## src/rtl/intc_pkg.sv

```systemverilog
// Shared types and register map for the interrupt controller.
package intc_pkg;

    typedef logic [7:0] intc_vec_t;

    // Register select encodings on the 3-bit addr bus.
    typedef enum logic [2:0] {
        INTC_PEND   = 3'h0,
        INTC_MASK   = 3'h1,
        INTC_EDGE   = 3'h2,
        INTC_POL    = 3'h3,
        INTC_ID     = 3'h4,
        INTC_RAW    = 3'h5,
        INTC_SWTRIG = 3'h6,
        INTC_CTRL   = 3'h7
    } intc_reg_e;

    // CTRL register bit holding the global interrupt enable.
    localparam int unsigned CTRL_GEN = 0;

    // One bit per implemented source; bits at or above n stay zero.
    function automatic intc_vec_t intc_valid_mask(input int unsigned n);
        intc_vec_t m;
        m = '0;
        for (int unsigned i = 0; i < 8; i++) begin
            m[i[2:0]] = (i < n);
        end
        return m;
    endfunction

endpackage

```

## src/rtl/interrupt_controller_if.sv

```systemverilog
// CPU register bus shared with the other peripherals (cs/rwb/addr/data).
interface interrupt_controller_if;
    logic       cs;
    logic       rwb;
    logic [2:0] addr;
    logic [7:0] i_data;
    logic [7:0] o_data;

    modport master (output cs, output rwb, output addr, output i_data, input o_data);
    modport slave  (input cs, input rwb, input addr, input i_data, output o_data);
endinterface

```

## src/rtl/intc_prio_enc.sv

```systemverilog
// Fixed-priority encoder: lowest set bit wins.
module intc_prio_enc
    import intc_pkg::*;
(
    input  intc_vec_t  req,
    output logic       any,
    output logic [2:0] id
);

    // Scan upward and keep the first hit.
    always_comb begin
        any = 1'b0;
        id  = '0;
        for (int unsigned i = 0; i < 8; i++) begin
            if (req[i[2:0]] && !any) begin
                any = 1'b1;
                id  = i[2:0];
            end
        end
    end

endmodule

```

## src/rtl/interrupt_controller.sv

```systemverilog
// Interrupt controller for the 65C02: latches, masks and prioritises
// peripheral irq lines and drives the active-low irqb input.
module interrupt_controller
    import intc_pkg::*;
#(
    parameter int unsigned N_SRC     = 8,
    parameter logic [7:0]  POL_RESET = 8'hFF
)
(
    input  logic                 clk,
    input  logic                 reset,
    interrupt_controller_if.slave bus,
    input  logic [N_SRC-1:0]     irq_src,
    output logic                 irqb
);

    localparam intc_vec_t VALID = intc_valid_mask(N_SRC);

    intc_vec_t  pend, mask, edge_sel, pol, prev;
    logic       ctrl_gen;

    intc_vec_t  src_w, act, rise, clr, swset, pend_next;
    intc_vec_t  req;
    logic       any;
    logic [2:0] id;
    logic       wr;
    intc_reg_e  reg_sel;

    assign wr      = bus.cs & ~bus.rwb;
    assign reg_sel = intc_reg_e'(bus.addr);
    assign req     = pend & mask;

    intc_prio_enc u_prio (
        .req (req),
        .any (any),
        .id  (id)
    );

    // Polarity-adjusted inputs, edge detection and next pending vector.
    // Sets are OR-ed in after clears so a same-cycle set beats a clear.
    always_comb begin
        src_w = '0;
        src_w[N_SRC-1:0] = irq_src;
        act   = (src_w ^ pol) & VALID;
        rise  = act & ~prev;
        clr   = '0;
        swset = '0;
        if (wr) begin
            case (reg_sel)
                INTC_PEND:   clr   = bus.i_data;
                INTC_ID:     clr   = intc_vec_t'(1) << bus.i_data[2:0];
                INTC_SWTRIG: swset = bus.i_data;
                default:     ;
            endcase
        end
        pend_next = ((edge_sel & ((pend & ~clr) | rise | swset)) |
                     (~edge_sel & (act | swset))) & VALID;
    end

    // Register state and irqb, updated on the falling edge like the rest of the bus.
    always_ff @(negedge clk) begin
        if (reset) begin
            pend     <= '0;
            mask     <= '0;
            edge_sel <= '0;
            pol      <= POL_RESET & VALID;
            ctrl_gen <= 1'b0;
            irqb     <= 1'b1;
            prev     <= (src_w ^ POL_RESET) & VALID;
        end else begin
            pend <= pend_next;
            prev <= act;
            irqb <= ~(ctrl_gen & any);
            if (wr) begin
                case (reg_sel)
                    INTC_MASK: mask     <= bus.i_data & VALID;
                    INTC_EDGE: edge_sel <= bus.i_data & VALID;
                    INTC_POL:  pol      <= bus.i_data & VALID;
                    INTC_CTRL: ctrl_gen <= bus.i_data[CTRL_GEN];
                    default:   ;
                endcase
            end
        end
    end

    // Combinational read mux, not gated by cs.
    always_comb begin
        bus.o_data = '0;
        case (reg_sel)
            INTC_PEND:   bus.o_data = pend;
            INTC_MASK:   bus.o_data = mask;
            INTC_EDGE:   bus.o_data = edge_sel;
            INTC_POL:    bus.o_data = pol;
            INTC_ID:     bus.o_data = {any, 4'b0000, id};
            INTC_RAW:    bus.o_data = act;
            INTC_SWTRIG: bus.o_data = '0;
            INTC_CTRL:   bus.o_data = {7'b0000000, ctrl_gen};
            default:     bus.o_data = '0;
        endcase
    end

endmodule

```

## src/flat_wrapper.sv

```systemverilog
// flat-port wrapper written by rule: the top's interface ports become plain ports
module interrupt_controller_flat import intc_pkg::*;
#(
    parameter int unsigned N_SRC     = 8,
    parameter logic [7:0]  POL_RESET = 8'hFF
)
  (clk, reset, irq_src, irqb, bus_cs, bus_rwb, bus_addr, bus_i_data, bus_o_data);
  interrupt_controller_if bus_i ();
  input  logic clk;
  input  logic reset;
  input  logic [N_SRC-1:0] irq_src;
  output logic irqb;
  input wire logic [$bits(bus_i.cs)-1:0] bus_cs;
  input wire logic [$bits(bus_i.rwb)-1:0] bus_rwb;
  input wire logic [$bits(bus_i.addr)-1:0] bus_addr;
  input wire logic [$bits(bus_i.i_data)-1:0] bus_i_data;
  output wire logic [$bits(bus_i.o_data)-1:0] bus_o_data;
  assign bus_i.cs = bus_cs;
  assign bus_i.rwb = bus_rwb;
  assign bus_i.addr = bus_addr;
  assign bus_i.i_data = bus_i_data;
  assign bus_o_data = bus_i.o_data;
  interrupt_controller #(.N_SRC(N_SRC), .POL_RESET(POL_RESET)) u_core (.clk(clk), .reset(reset), .bus(bus_i), .irq_src(irq_src), .irqb(irqb));
endmodule
```

## config.mk

```make
export PLATFORM = sky130hd
export DESIGN_NAME = interrupt_controller_flat
export DESIGN_NICKNAME = d
export VERILOG_FILES = /design/src/rtl/intc_pkg.sv /design/src/rtl/interrupt_controller_if.sv /design/src/rtl/intc_prio_enc.sv /design/src/rtl/interrupt_controller.sv /design/src/flat_wrapper.sv
export SDC_FILE = /design/constraint.sdc
export NUM_CORES = 1
export LEC_CHECK = 0
export CAP_MARGIN = 15
export CORE_MARGIN = 4
export CORE_UTILIZATION = 35
export CTS_CLUSTER_DIAMETER = 50
export DETAILED_ROUTE_END_ITERATION = 10
export GPL_TIMING_DRIVEN = 0
export HOLD_SLACK_MARGIN = 0.12
export PLACE_DENSITY_LB_ADDON = 0.15
export SYNTH_ARGS = -nofsm -noshare
export SYNTH_HDL_FRONTEND = slang
export SYNTH_SLANG_ARGS = --single-unit
```

## constraint.sdc

```tcl
create_clock -name clk -period 3.2 [get_ports clk]
set_input_delay 0.64 -clock clk [delete_from_list [all_inputs] [get_ports clk]]
set_output_delay 0.64 -clock clk [all_outputs]
set_load 0.005 [all_outputs]
```

Word-level counts from Yosys, hierarchy flattened
Index checks and enable logic that the tools add are counted.
Word-level totals
  flip-flop bits (word level): 42
  input bits: 23
  output and inout bits: 9
  word-level logic and storage cells: 73
Cells by class
  equal/unequal tests: 7
  shift operators: 1
  multiplexer cells: 21
  bitwise gates (word level): 18
  reductions and logical operators: 19
Operators with widths (number)
  8-bit case mux with 8 select lines: 1
  8-bit AND: 5
  8-bit two-way mux: 4
  8-bit inverter: 4
  8-bit bitwise OR: 4
  3-bit two-way mux: 6
  8-bit case mux with 2 select lines: 1
  3-bit equality test (second input constant): 4
  1-bit two-way mux: 9
  2-bit AND reduction: 4
  1-bit by 3-bit << shifter with 8-bit output (first input constant): 1
  8-bit XOR: 1
  1-bit logical AND: 7
  1-bit logical NOT: 7
  3-bit by 2-bit equality test with 1-bit output (second input constant): 2
  3-bit by 1-bit equality test with 1-bit output (second input constant): 1
  3-bit logical NOT: 1
  1-bit AND: 2
  1-bit inverter: 2

Logic depth before layout (Yosys ltp)
Gate-level depths: netlist of run 1.
  depth after elaboration: 25
  depth in mapped cells: 6
  mapped depth without buffers: 4

Modules after synthesis
From an unflattened synthesis of run 1, not the netlist that was laid out.
Unflattened totals
  cells, all modules: 287
  area total of the unflattened synthesis: 2363.5 µm²
By module, submodules not included
  interrupt_controller: instances 1, cells an instance 273, area each 2279.7 µm²
  intc_prio_enc: instances 1, cells an instance 14, area each 83.8 µm²

==> results of run 1 <==
[synthesized netlist by cell type (all sizes together) (2+ instances only)]
library cell / count / area share (%)
a211o: 16 / 6.0
nor3: 4 / 1.1
nor2: 35 / 5.7
nand3b: 3 / 0.97
mux4: 5 / 4.8
dfxtp: 42 / 36
or3: 2 / 0.54
xnor2: 15 / 5.6
nor4: 4 / 1.3
o22ai: 13 / 3.5
a32o: 2 / 0.86
nand3: 7 / 1.7
nor2b: 12 / 3.4
clkbuf: 8 / 1.3
a31oi: 3 / 0.81
nand2: 19 / 3.1
a21oi: 16 / 3.4
buf: 9 / 3.1
a22o: 2 / 0.75
mux2i: 18 / 7.7
nand4: 2 / 0.54
o22a: 2 / 0.75
inv: 5 / 0.81
[layout make-up]
class                           instances  area [µm²]
Buffer                                 17       141.4
Clock buffer                            5       68.82
Sequential cell                        42       867.1
Tap cell                               77       96.34
Multi-Input combinational cell        196        1496
Timing Repair Buffer                   54       444.2
Fill cell                             620        3097
Clock inverter                         45       196.4
Inverter                                4       15.01
[where the power goes]
group / switching (mW) / total, mW / internal [mW] / leakage (nW)
registers: 0.0140 / 0.562 / 0.548 / 0.349
clock network: 0.327 / 0.624 / 0.297 / 0.279
logic: 0.107 / 0.205 / 0.0983 / 0.880
total: 0.448 / 1.39 / 0.943 / 1.51
[worst paths after layout]
check             cells past startpoint             to             from
setup / recovery                      5  bus_o_data[7]   u_core.pend[6]
hold / removal                        1    u_core.irqb  u_core.ctrl_gen
setup reg to reg                      5    u_core.irqb   u_core.pend[2]
hold reg to reg                       1    u_core.irqb  u_core.ctrl_gen
[stage by stage]
stage                     instances  setup TNS [ns]  util, %
after floorplan                 260          -1.715        -
after global placement          366          -29.61    42.49
after detailed placement        366          -29.76    42.49
after CTS                       436          -4.818    50.93
after global routing            440          -5.258    51.78
final                           440          -4.819    51.78
[repair_timing]
action	in CTS	in global routing
gates resized for setup	99	17
pin swaps	12	7
buffers inserted	20	4
cloned	1	0
endpoints found under the setup margin	42	33
[flip-flops by register name (all words and copies together) (netlist names)]
register / cells
u_core.prev: 8
u_core.pol: 8
u_core.edge_sel: 8
u_core.pend: 8
u_core.mask: 8
u_core.irqb: 1
u_core.ctrl_gen: 1
[metal layers]
| metal | track usage, % | vias to the layer above |
|---|---|---|
| met4 | 9.608 | 0 |
| met3 | 6.569 | 15 |
| met2 | 30.32 | 84 |
| li1 | - | 1152 |
| met1 | 26.14 | 1167 |
| met5 | 0 | - |
[critical path, stage by stage, from the launching register on]
cell	delay (ns)
dfxtp_2	0.31
a22o_1	0.24
and3b_2	0.28
a311oi_2	0.10
o32a_1	0.31
buf_2	0.13
[logic make-up (layout without fill, tap and decap cells)]
kind of cell,Yosys count,in the layout,synth area share [%]
buffers and inverters,22,125,5.206
and+or+nand+nor,95,95,21.26
AOI/OAI and AO/OA,62,62,18.90
DFF,42,42,36.07
muxes,23,23,12.56
xor gates and xnor gates,16,16,6.012
==> reports/summary.txt, run 1 <==
Status -> complete, but fails checks
Violated checks -> negative setup slack
Antenna viol nets, final -> 0
Clock skew -> 0.01061 ns
Peak VDD IR -> 0.0002015 V
Clk slew on worst S/H paths -> 0.03 ns
Final instance area -> 0.003326 mm²
FF+latch count, synth -> 42
Routability cong. -> 0.8702
Final net count -> 385
Arr. time, crit path -> 3.33 ns
Vias in the first global route -> 2322
Clock sink count -> 42
Initial antenna violation count -> 0
Placed cell area -> 0.002729 mm²
Cts hold-fix bufs -> 0
Diodes inserted -> 0
Initial DRC count -> 163
Relative slew slack -> 54.12%
DRC viols -> 0
CP Class -> reg2out
Hold Path Class -> reg2reg
Num ports -> 32
Crit start category -> register
Tot Pwr -> 1.390 mW
Max Cap Viol -> 0
Via density -> 5.495
Final worst setup slack -> -0.7696 ns
CP endpoint kind -> output pin
Distinct cell type count after synthesis -> 47
CTS tree -> yes
DR WL met3 -> 603 µm
Hold_ws -> 0.4676 ns
Final Hold Vio Count -> 0
Clk buf depth -> 2
TritonRoute pass-1 iters -> 5
Leak Pwr -> 1.508 nW
GRT overflow -> 0
Core Region -> 0.006422 mm²
R2R Setup Slk -> 2.06 ns
Wl on met1 -> 3.341 mm
Max-slew violation count -> 0
Final Setup Violations -> 8
CP max FO -> 3
Share of layout cells above drive strength 1 -> 30.85%
Final wirelength -> 7.679 mm
Place WS -> -0.9915 ns
Post-DR wirelength/cell -> 17.45 µm
Mapped Area -> 0.002331 mm²
Vias -> 2418
GRT Total Usage -> 20.19%
Die ar. -> 0.008030 mm²
H-tree levels -> 2
Worst-Skew Late Latency -> 0.37 ns
Commonest non-fill, non-tap cell in the layout -> inv_1
Port Buffers -> 29
Async S/R FF share, synth -> 0%
PD cells -> 418.0 mW/mm²
CP required -> 2.56 ns
Horiz. Die Dim -> 89.61 µm
Tightest Pin Transition -> 0.6883 ns
Number of flops mapped to enable cells by yosys -> 0
Synth Instances -> 260
Register area share after synthesis -> 36.07%
Met2 wire len -> 3.581 mm
Most frequent cells in the layout -> 43 x inv_1, 31 x nor2_1, 23 x buf_4
Synthesized Nets -> 283
First-pass GRT wire length -> 11.87 mm
Ys Warns -> 0
Initial Utilization -> 36.29%
Row Count -> 29
Largest net degree at the start of global routing -> 13
Synth Flop Type -> dfxtp_1
Mapped Avg Cell Area -> 8.965 µm²
Post-DP HPWL -> 4.728 mm
Top sig layer -> met4
Clock Tree Root -> clkbuf_8
RSZ-0062 raised after global routing -> yes
CTS Buf Count -> 5
Area Overhead vs Synth -> 42.67%
DIE HEIGHT -> 89.61 µm
No activity file was read; power rests on OpenSTA's default activity.
==> inputs of run 2 (changes only) <==
Clock period 3.2 ns to 4.75 ns, I/O delays scaled along.
==> reports/summary.txt, run 2 (synthesized netlist as in run 1, its figures left out) <==
Status -> complete, but fails checks
Violated checks -> negative setup slack
Crit-path cells -> a22o_1 -> and3b_2 -> buf_6 -> a311oi_2 -> o32a_1 -> buf_2
Clock sink count -> 42 (unchanged)
PD cells -> 294.4 mW/mm² (-30%)
Hold path start -> u_core.ctrl_gen
Core Region -> 0.006422 mm² (unchanged)
Relative slew slack -> 52.99% (-1.1 points)
Antenna viol nets, final -> 0 (unchanged)
Final Setup Violations -> 5 (-3)
Peak VDD IR -> 0.0001268 V (-37%)
DRC viols -> 0 (unchanged)
CP endpoint kind -> output pin
Post-DR wirelength/cell -> 16.85 µm (-3.4%)
Worst hold stages -> 1 (unchanged)
Hold endpoint -> u_core.irqb
RSZ-0062 raised after global routing -> yes
Vias in the first global route -> 2446 (+5.3%)
FF-to-FF path depth -> 6 (+1)
R2R Setup Slk -> 3.44 ns (+1.38 ns)
First-pass GRT wire length -> 11.77 mm (-0.82%)
H-tree levels -> 2 (unchanged)
Final worst setup slack -> -0.4039 ns (+0.3657 ns)
TritonRoute pass-1 iters -> 4 (-1)
CP required -> 3.80 ns (+1.24 ns)
Final Hold Vio Count -> 0 (unchanged)
Port Buffers -> 29 (unchanged)
Most frequent cells in the layout -> 42 x inv_1, 33 x nor2_1, 24 x dfxtp_1
Initial DRC count -> 156 (-4.3%)
Internal cell power -> 632.2 µW (-33%)
GRT Total Usage -> 19.67% (-0.52 points)
Max-slew violation count -> 0 (unchanged)
Initial Utilization -> 36.29% (unchanged)
Register share of total power -> 40.3% (about the same)
Die ar. -> 0.008030 mm² (unchanged)
CTS tree -> yes
Setup TNS -> -1.261 ns (+3.558 ns)
Reg2reg end -> u_core.irqb
CP Class -> reg2out
Horiz. Die Dim -> 89.61 µm (unchanged)
Clk buf depth -> 2 (unchanged)
Share of layout cells above drive strength 1 -> 25.14% (-5.7 points)
Arr. time, crit path -> 4.20 ns (+0.87 ns)
Sw Ratio -> 32.66% (+0.46 points)
Largest net degree at the start of global routing -> 14 (+1)
Vias -> 2354 (-2.6%)
Worst-Skew Late Latency -> 0.37 ns (about the same)
Place WS -> -0.4752 ns (+0.5163 ns)
Max stage delay on crit path -> 0.33 ns (+0.02 ns)
Final instance area -> 0.003189 mm² (-4.1%)
CTS Buf Count -> 5 (unchanged)
Final cell count without fillers -> 431 (-2.0%)
Post-DP HPWL -> 4.747 mm (+0.40%)
Placed cell area -> 0.002718 mm² (-0.41%)
Leak Pwr -> 1.409 nW (-6.6%)
Max Cap Viol -> 0 (unchanged)
DIE HEIGHT -> 89.61 µm (unchanged)
Num ports -> 32 (unchanged)
Crit start category -> register
Hold Path Class -> reg2reg
Logic pwr share -> 13.6% (-1.1 points)
Worst r2r src -> u_core.mask[7]
P_sw -> 306.7 µW (-32%)
Diodes inserted -> 0 (unchanged)
Placed cell count -> 366 (unchanged)
Via density -> 5.462 (-0.61%)
Tightest Pin Transition -> 0.6999 ns (+0.01165 ns)
Area Overhead vs Synth -> 36.82%
Clock skew -> 0.009769 ns (-0.0008384 ns)
Final wirelength -> 7.263 mm (-5.4%)
Routability cong. -> 0.8638 (-0.74%)
Final net count -> 376 (-2.3%)
Slowest CP cell -> dfxtp_4
Clock Tree Root -> clkbuf_8
Row Count -> 29 (unchanged)
Commonest non-fill, non-tap cell in the layout -> inv_1
CP max FO -> 3 (unchanged)
Clk network pwr share -> 46.1% (+1.2 points)
Clk slew on worst S/H paths -> 0.03 ns (about the same)
Initial antenna violation count -> 0 (unchanged)
GRT overflow -> 0 (unchanged)
==> run 2: critical path: cells and delay by family, from the launching register on <==
kind | cells | cell delay (ns)
compound gates | 3 | 0.62
buf+inv | 2 | 0.24
flops | 1 | 0.33
simple gates | 1 | 0.27
==> run 2: worst max path at each step <==
stage                         startpoint        endpoint  cells past startpoint
final                     u_core.mask[6]   bus_o_data[7]                      6
after CTS                 u_core.mask[6]   bus_o_data[7]                      6
after floorplan           u_core.pend[6]   bus_o_data[7]                      4
after global routing      u_core.mask[6]   bus_o_data[7]                      6
after global placement       bus_addr[2]  u_core.pend[2]                      6
after detailed placement     bus_addr[2]  u_core.pend[2]                      6
==> run 2: layout make-up <==
type / instances / area, µm²
clock inverter: 45 / 201.4
sequential: 42 / 865.8
fill: 647 / 3233
inverter: 4 / 15.01
buffer: 17 / 107.6
multi-input combinational: 196 / 1460
clock buffer: 5 / 68.82
timing repair buffer: 45 / 374.1
tap: 77 / 96.34
==> run 2: timing repair <==
| item | 4_1_cts | 5_1_grt |
|---|---|---|
| pin swaps | 8 | 9 |
| endpoints found under the setup margin | 16 | 17 |
| gates cloned | 0 | 0 |
| resized for setup | 58 | 16 |
| hold buffers | 0 | 0 |
| setup buffers | 12 | 5 |
==> run 2: per-stage QoR <==
step | total power, mW | utilization (%) | hold slack [ns]
6_report | 0.9389 | 49.66 | 0.4294
4_1_cts | 0.9473 | 48.24 | 0.4302
2_1_floorplan | 0.5030 | - | 0.3928
5_1_grt | 1.004 | 49.66 | 0.4442
3_5_place_dp | 0.5600 | 42.31 | 0.4233
3_3_place_gp | 0.5598 | 42.31 | 0.4183
==> run 2: metal layers <==
| metal | share of wire [%] | track usage, % | vias to the layer above | wire [µm] |
|---|---|---|---|---|
| met5 | 0 | 0 | - | 0 |
| met3 | 8.0 | 5.839 | 14 | 580 |
| li1 | - | - | 1135 | - |
| met2 | 48 | 31.52 | 76 | 3501 |
| met4 | 1.9 | 10.83 | 0 | 140 |
| met1 | 42 | 23.52 | 1129 | 3041 |
==> run 2: power by group through the flow <==
stage	clock (mW)	sequential (mW)	combinational, mW
2_1_floorplan	0.0552	0.380	0.0681
3_3_place_gp	0.0552	0.383	0.122
3_5_place_dp	0.0552	0.383	0.122
4_1_cts	0.447	0.378	0.123
5_1_grt	0.485	0.379	0.140
6_report	0.433	0.378	0.128
==> inputs of run 3 (changes only) <==
Settings changed: CAP_MARGIN 15 to not set.
==> results of run 3 <==
Same layout as run 2: the final DEF is identical, and so are final timing and power.
